### src/rtl/crop_engine_if.sv
// Job request, source-read, destination-write and status signals of the crop engine.
// The slave modport is the engine side; the master modport is the controller/memory side.
interface crop_engine_if #(
  parameter int PIX_W   = 24,
  parameter int ADDR_W  = 16,
  parameter int COORD_W = 10
);
  logic               start;
  logic [COORD_W-1:0] x0;
  logic [COORD_W-1:0] y0;
  logic [COORD_W-1:0] crop_w;
  logic [COORD_W-1:0] crop_h;
  logic [1:0]         stride_log2;
  logic               rd_en;
  logic [ADDR_W-1:0]  rd_addr;
  logic [PIX_W-1:0]   rd_data;
  logic               wr_en;
  logic [ADDR_W-1:0]  wr_addr;
  logic [PIX_W-1:0]   wr_data;
  logic               busy;
  logic               done;
  logic               err;

  modport slave (
    input  start, x0, y0, crop_w, crop_h, stride_log2, rd_data,
    output rd_en, rd_addr, wr_en, wr_addr, wr_data, busy, done, err
  );

  modport master (
    output start, x0, y0, crop_w, crop_h, stride_log2, rd_data,
    input  rd_en, rd_addr, wr_en, wr_addr, wr_data, busy, done, err
  );
endinterface

### src/rtl/crop_engine.sv
// Copies a (optionally decimated) rectangular window of a source image into a
// densely packed destination buffer, one pixel per cycle.
module crop_engine #(
  parameter int IMG_W   = 256,
  parameter int IMG_H   = 256,
  parameter int PIX_W   = 24,
  parameter int ADDR_W  = 16,
  parameter int COORD_W = 10
) (
  input  logic          CLOCK_50,
  input  logic          reset,
  crop_engine_if.slave  bus
);

  // Scan coordinates carry two spare bits so x+S and y+S never wrap.
  localparam int SW = COORD_W + 2;

  typedef enum logic [2:0] {IDLE, CHECK, RUN, DRAIN, FIN} state_t;
  state_t state, state_nxt;

  logic [COORD_W-1:0] x0_q, y0_q, w_q, h_q;
  logic [1:0]         stride_q;
  logic               err_q;
  logic [SW-1:0]      x_p0, y_p0;
  logic               vld_p0, vld_p1;
  logic [ADDR_W-1:0]  wr_idx_p1;
  logic [SW-1:0]      step, x_end, y_end, x_adv, y_adv;
  logic               row_last, frame_last, reject;
  logic [ADDR_W-1:0]  addr_p0;

  function automatic logic window_bad(input logic [COORD_W-1:0] base,
                                      input logic [COORD_W-1:0] size,
                                      input int limit);
    logic [COORD_W:0] sum;
    sum = {1'b0, base} + {1'b0, size};
    return (size == '0) || (sum > (COORD_W+1)'(limit));
  endfunction

  always_comb begin
    reject     = window_bad(x0_q, w_q, IMG_W) || window_bad(y0_q, h_q, IMG_H) ||
                 (stride_q == 2'd3);
    step       = SW'(1) << stride_q;
    x_end      = SW'(x0_q) + SW'(w_q);
    y_end      = SW'(y0_q) + SW'(h_q);
    x_adv      = x_p0 + step;
    y_adv      = y_p0 + step;
    row_last   = (x_adv >= x_end);
    frame_last = row_last && (y_adv >= y_end);
    addr_p0    = ADDR_W'(32'(y_p0) * 32'(IMG_W) + 32'(x_p0));
  end

  always_comb begin
    state_nxt = state;
    vld_p0    = 1'b0;
    case (state)
      IDLE:    if (bus.start) state_nxt = CHECK;
      CHECK:   state_nxt = reject ? FIN : RUN;
      RUN: begin
        vld_p0 = 1'b1;
        if (frame_last) state_nxt = DRAIN;
      end
      DRAIN:   state_nxt = FIN;
      FIN:     state_nxt = IDLE;
      default: state_nxt = IDLE;
    endcase
  end

  // Stage p0: read issue / scan counters; stage p1: write of the returned pixel.
  always_ff @(posedge CLOCK_50) begin
    if (reset) begin
      state     <= IDLE;
      err_q     <= 1'b0;
      x_p0      <= '0;
      y_p0      <= '0;
      vld_p1    <= 1'b0;
      wr_idx_p1 <= '0;
    end else begin
      state  <= state_nxt;
      vld_p1 <= vld_p0;
      if (vld_p1) wr_idx_p1 <= wr_idx_p1 + ADDR_W'(1);
      case (state)
        IDLE: if (bus.start) begin
          err_q     <= 1'b0;
          wr_idx_p1 <= '0;
        end
        CHECK: begin
          x_p0 <= SW'(x0_q);
          y_p0 <= SW'(y0_q);
          if (reject) err_q <= 1'b1;
        end
        RUN: begin
          if (row_last) begin
            x_p0 <= SW'(x0_q);
            y_p0 <= y_adv;
          end else begin
            x_p0 <= x_adv;
          end
        end
        default: ;
      endcase
    end
  end

  always_ff @(posedge CLOCK_50) begin
    if (!reset && state == IDLE && bus.start) begin
      x0_q     <= bus.x0;
      y0_q     <= bus.y0;
      w_q      <= bus.crop_w;
      h_q      <= bus.crop_h;
      stride_q <= bus.stride_log2;
    end
  end

  assign bus.rd_en   = vld_p0;
  assign bus.rd_addr = vld_p0 ? addr_p0 : '0;
  assign bus.wr_en   = vld_p1;
  assign bus.wr_addr = vld_p1 ? wr_idx_p1 : '0;
  assign bus.wr_data = vld_p1 ? bus.rd_data : PIX_W'(0);
  assign bus.busy    = (state == CHECK) || (state == RUN) || (state == DRAIN);
  assign bus.done    = (state == FIN);
  assign bus.err     = err_q;

endmodule

### src/flat_wrapper.sv
// flat-port wrapper written by rule: the top's interface ports become plain ports
module crop_engine_flat 
#(
  parameter int IMG_W   = 256,
  parameter int IMG_H   = 256,
  parameter int PIX_W   = 24,
  parameter int ADDR_W  = 16,
  parameter int COORD_W = 10
)
  (CLOCK_50, reset, bus_start, bus_x0, bus_y0, bus_crop_w, bus_crop_h, bus_stride_log2, bus_rd_data, bus_rd_en, bus_rd_addr, bus_wr_en, bus_wr_addr, bus_wr_data, bus_busy, bus_done, bus_err);
  crop_engine_if #(.PIX_W(PIX_W), .ADDR_W(ADDR_W), .COORD_W(COORD_W)) bus_i ();
  input  logic CLOCK_50;
  input  logic reset;
  input wire logic [$bits(bus_i.start)-1:0] bus_start;
  input wire logic [$bits(bus_i.x0)-1:0] bus_x0;
  input wire logic [$bits(bus_i.y0)-1:0] bus_y0;
  input wire logic [$bits(bus_i.crop_w)-1:0] bus_crop_w;
  input wire logic [$bits(bus_i.crop_h)-1:0] bus_crop_h;
  input wire logic [$bits(bus_i.stride_log2)-1:0] bus_stride_log2;
  input wire logic [$bits(bus_i.rd_data)-1:0] bus_rd_data;
  output wire logic [$bits(bus_i.rd_en)-1:0] bus_rd_en;
  output wire logic [$bits(bus_i.rd_addr)-1:0] bus_rd_addr;
  output wire logic [$bits(bus_i.wr_en)-1:0] bus_wr_en;
  output wire logic [$bits(bus_i.wr_addr)-1:0] bus_wr_addr;
  output wire logic [$bits(bus_i.wr_data)-1:0] bus_wr_data;
  output wire logic [$bits(bus_i.busy)-1:0] bus_busy;
  output wire logic [$bits(bus_i.done)-1:0] bus_done;
  output wire logic [$bits(bus_i.err)-1:0] bus_err;
  assign bus_i.start = bus_start;
  assign bus_i.x0 = bus_x0;
  assign bus_i.y0 = bus_y0;
  assign bus_i.crop_w = bus_crop_w;
  assign bus_i.crop_h = bus_crop_h;
  assign bus_i.stride_log2 = bus_stride_log2;
  assign bus_i.rd_data = bus_rd_data;
  assign bus_rd_en = bus_i.rd_en;
  assign bus_rd_addr = bus_i.rd_addr;
  assign bus_wr_en = bus_i.wr_en;
  assign bus_wr_addr = bus_i.wr_addr;
  assign bus_wr_data = bus_i.wr_data;
  assign bus_busy = bus_i.busy;
  assign bus_done = bus_i.done;
  assign bus_err = bus_i.err;
  crop_engine #(.IMG_W(IMG_W), .IMG_H(IMG_H), .PIX_W(PIX_W), .ADDR_W(ADDR_W), .COORD_W(COORD_W)) u_core (.CLOCK_50(CLOCK_50), .reset(reset), .bus(bus_i));
endmodule
### config.mk
export PLATFORM = sky130hd
export DESIGN_NAME = crop_engine_flat
export DESIGN_NICKNAME = d
export VERILOG_FILES = /design/src/rtl/crop_engine_if.sv /design/src/rtl/crop_engine.sv /design/src/flat_wrapper.sv
export SDC_FILE = /design/constraint.sdc
export NUM_CORES = 1
export LEC_CHECK = 0
export BUFFER_PORTS_ARGS = -buffer_cell sky130_fd_sc_hd__clkbuf_2
export CAP_MARGIN = 20
export CORE_UTILIZATION = 33
export CTS_CLUSTER_DIAMETER = 120
export DETAILED_ROUTE_END_ITERATION = 12
export PLACE_DENSITY = 0.5
export SETUP_SLACK_MARGIN = 0.2
export SLEW_MARGIN = 30
export SYNTH_ARGS = -nofsm -noshare
export SYNTH_HDL_FRONTEND = slang
export SYNTH_SLANG_ARGS = --single-unit
### constraint.sdc
create_clock -name CLOCK_50 -period 6.9 [get_ports CLOCK_50]
set_input_delay 0.69 -clock CLOCK_50 [delete_from_list [all_inputs] [get_ports CLOCK_50]]
set_output_delay 0.69 -clock CLOCK_50 [all_outputs]
set_load 0.02 [all_outputs]
==> results_dict.tcl <==
set metrics [dict create \
    status "finished, violations left" \
    violations "design-rule violations" \
    synthSimpleGateAreaFrac 0.227 \
    finalSetupViolations 0 \
    clkSinkCount 87 \
    dpl.hpwl_mm 12.8 \
    io_pins 130 \
    initial_core_util 0.339 \
    detail_route.wl_per_cell_um 15.9 \
    synth_ff_type "dfxtp_1" \
    max_freq_mhz 223 \
    cts_resized 0 \
    path_clk_slew_ns 0.07 \
    critPathRequiredTime_ns 7.15 \
    syn_avg_cell_area_um2 9.05 \
    post-route-drc-count 36 \
    startpoint_type "register" \
    antennaDiodeCount 0 \
    final_util 0.402 \
    portBuffers 129 \
    finalCritPeriodShare 0.650 \
    wl_mm 16.3 \
    async_flop_share 0 \
    holdBufCountCts 0 \
    cts_buffers 9 \
    core_mm2 0.0181 \
    htreeDepth 3 \
    dieArea_mm2 0.0192 \
    finalMaxSlewViolations 0 \
    drive_gt1_frac 0.210 \
    cts_tree "done" \
    timing_hold_violations_final 0 \
    p_per_area_mw_per_mm2 179 \
    syn_nets 804 \
    antenna_found_initial 0 \
    synth_compound_area_frac 0.181 \
    grt_max_degree 45 \
    worst_slew_pin_slew_ns 0.708 \
    endpoint_kind "register" \
    yosysSeqAreaShare 0.352 \
    post_cts_buffers 0 \
    synth_top_family_by_area "simple AND/OR/NAND/NOR gates" \
    grt_pass1_wl_mm 26.3 \
    rsz0062_at_grt "false" \
    r2r_cells 14 \
    ant_nets 0 \
    muxShareOfSynthArea 0.0241 \
    grt_pass1_vias 5138 \
    tns_ns 0 \
    max-cap-violations 0 \
    path_class "reg2reg" \
    finalClockSkew_ns 0.00894 \
    synthAdderAreaFrac 0.120 \
    finalWorstSetupSlack_ns 2.41 \
    num_rows 49 \
    clk_latency_ns 0.35 \
    synthToLayoutAreaGrowth_pct 18.3 \
    nets 920 \
    hold_path_depth 2 \
    worstPathArrival_ns 4.74 \
    layout_commonest_cell "clkbuf_2" \
    path_max_fanout 14 \
    syn_area_mm2 0.00614 \
    overflow 0 \
    place_congestion 0.836 \
    first_pass_iters 11 \
    syn_inst 678 \
    layout_common_cells "clkbuf_2, nor2_1, ha_1, and2_1, dfxtp_1" \
    placed_cell_area_mm2 0.00699 \
    hp-class "reg2reg" \
    synth_edf_count 42 \
    dp_slack_ns 2.51 \
    chipHeight_um 138 \
    clockRootBuffer "clkbuf_16" \
    chipWidth_um 138 \
    finalPower_uw 1300 \
    period_minus_slack_ns 4.49 \
    synth-xor-area-share 0.0628 \
    clock_path_buffers 2 \
    ir_worst_vdd_mv 0.129 \
    num_vias 5438 \
    fin_area_mm2 0.00726 \
    synth_warnings 0 \
    grt.total_usage 0.174 \
    power.leakage_uw 0.00314 \
    drt-initial-drc-count 262 \
    ys_types 70 \
    via_per_inst 5.29 \
    relSlewSlack 0.528 \
    ys_seq_elements 87 \
]
==> sequential cells by signal, summed over array words and instances (netlist names) <==
register,cells
u_core.y_p0,12
u_core.bus.wr_en,1
u_core.h_q,10
u_core.w_q,10
u_core.x_p0,12
u_core.state,3
u_core.stride_q,2
u_core.y0_q,10
u_core.wr_idx_p1,16
u_core.bus.err,1
u_core.x0_q,10
==> power by group <==
part	switching [uW]	internal [uW]	leakage [uW]	total, uW
clock	222	248	0.000135	469
combinational	136	99.8	0.00225	235
sequential	28.6	565	0.000755	593
==> worst max-delay path: stages, from the launching register on <==
cell,delay [ns]
edfxtp_1,0.46
nor2b_1,0.52
xor2_1,0.20
ha_1,0.23
o21ai_0,0.14
a31oi_1,0.49
xor2_1,0.13
ha_1,0.34
a211oi_1,0.24
nand3_1,0.09
a31oi_1,0.34
o2111ai_1,0.24
mux2i_4,0.55
mux2i_1,0.15
a211oi_1,0.25
==> worst paths after layout <==
kind | slack, ns | from | end
worst max-delay path | 2.41 | u_core.stride_q[1]$_DFFE_PP_ | u_core.x_p0[1]$_SDFFE_PP0P_
worst min-delay path | 0.49 | u_core.y_p0[9]$_SDFFE_PP0P_ | u_core.y_p0[9]$_SDFFE_PP0P_
worst max register to register | 2.41 | u_core.stride_q[1]$_DFFE_PP_ | u_core.x_p0[1]$_SDFFE_PP0P_
worst min register to register | 0.49 | u_core.y_p0[9]$_SDFFE_PP0P_ | u_core.y_p0[9]$_SDFFE_PP0P_
==> Yosys cell counts (all sizes together), types with 13 or more instances <==
cell | instances | area share
xor2 | 23 | 0.033
xnor2 | 21 | 0.030
edfxtp | 42 | 0.21
ha | 54 | 0.11
o21ai | 34 | 0.028
clkbuf | 24 | 0.015
dfxtp | 45 | 0.15
nor3 | 13 | 0.011
and2 | 50 | 0.051
nand2 | 43 | 0.027
inv | 21 | 0.013
a21oi | 34 | 0.028
nand3 | 28 | 0.023
nor2 | 57 | 0.035
==> cell type report <==
cell class                      count  area [um^2]
Inverter                           22         82.6
Clock buffer                        9          225
Clock inverter                      7         52.6
Fill cell                        1841        10800
Sequential cell                    87         2160
Multi-Input combinational cell    541         3780
Timing Repair Buffer              133          676
Tap cell                          229          287
==> per-stage QoR <==
| stage | hold slack [ns] | instances |
|---|---|---|
| after floorplan | 0.462 | 678 |
| after global placement | 0.472 | 1012 |
| after detailed placement | 0.485 | 1012 |
| after CTS | 0.493 | 1028 |
| after global routing | 0.493 | 1028 |
| final | 0.492 | 1028 |
==> routing by layer <==
metal,vias up,routed length (um),GRT usage
met2,166,7190,0.274
met1,2514,7920,0.237
met3,14,992,0.0343
li1,2744,-,-
met4,0,240,0.0585
met5,-,0,0
==> cells by family after synthesis <==
group / Yosys count
compound gates: 162
xor+xnor: 44
fa+ha+maj: 57
buf+inv: 50
flops: 87
mux: 13
simple gates: 265
Power figures use the tool's default switching activity.
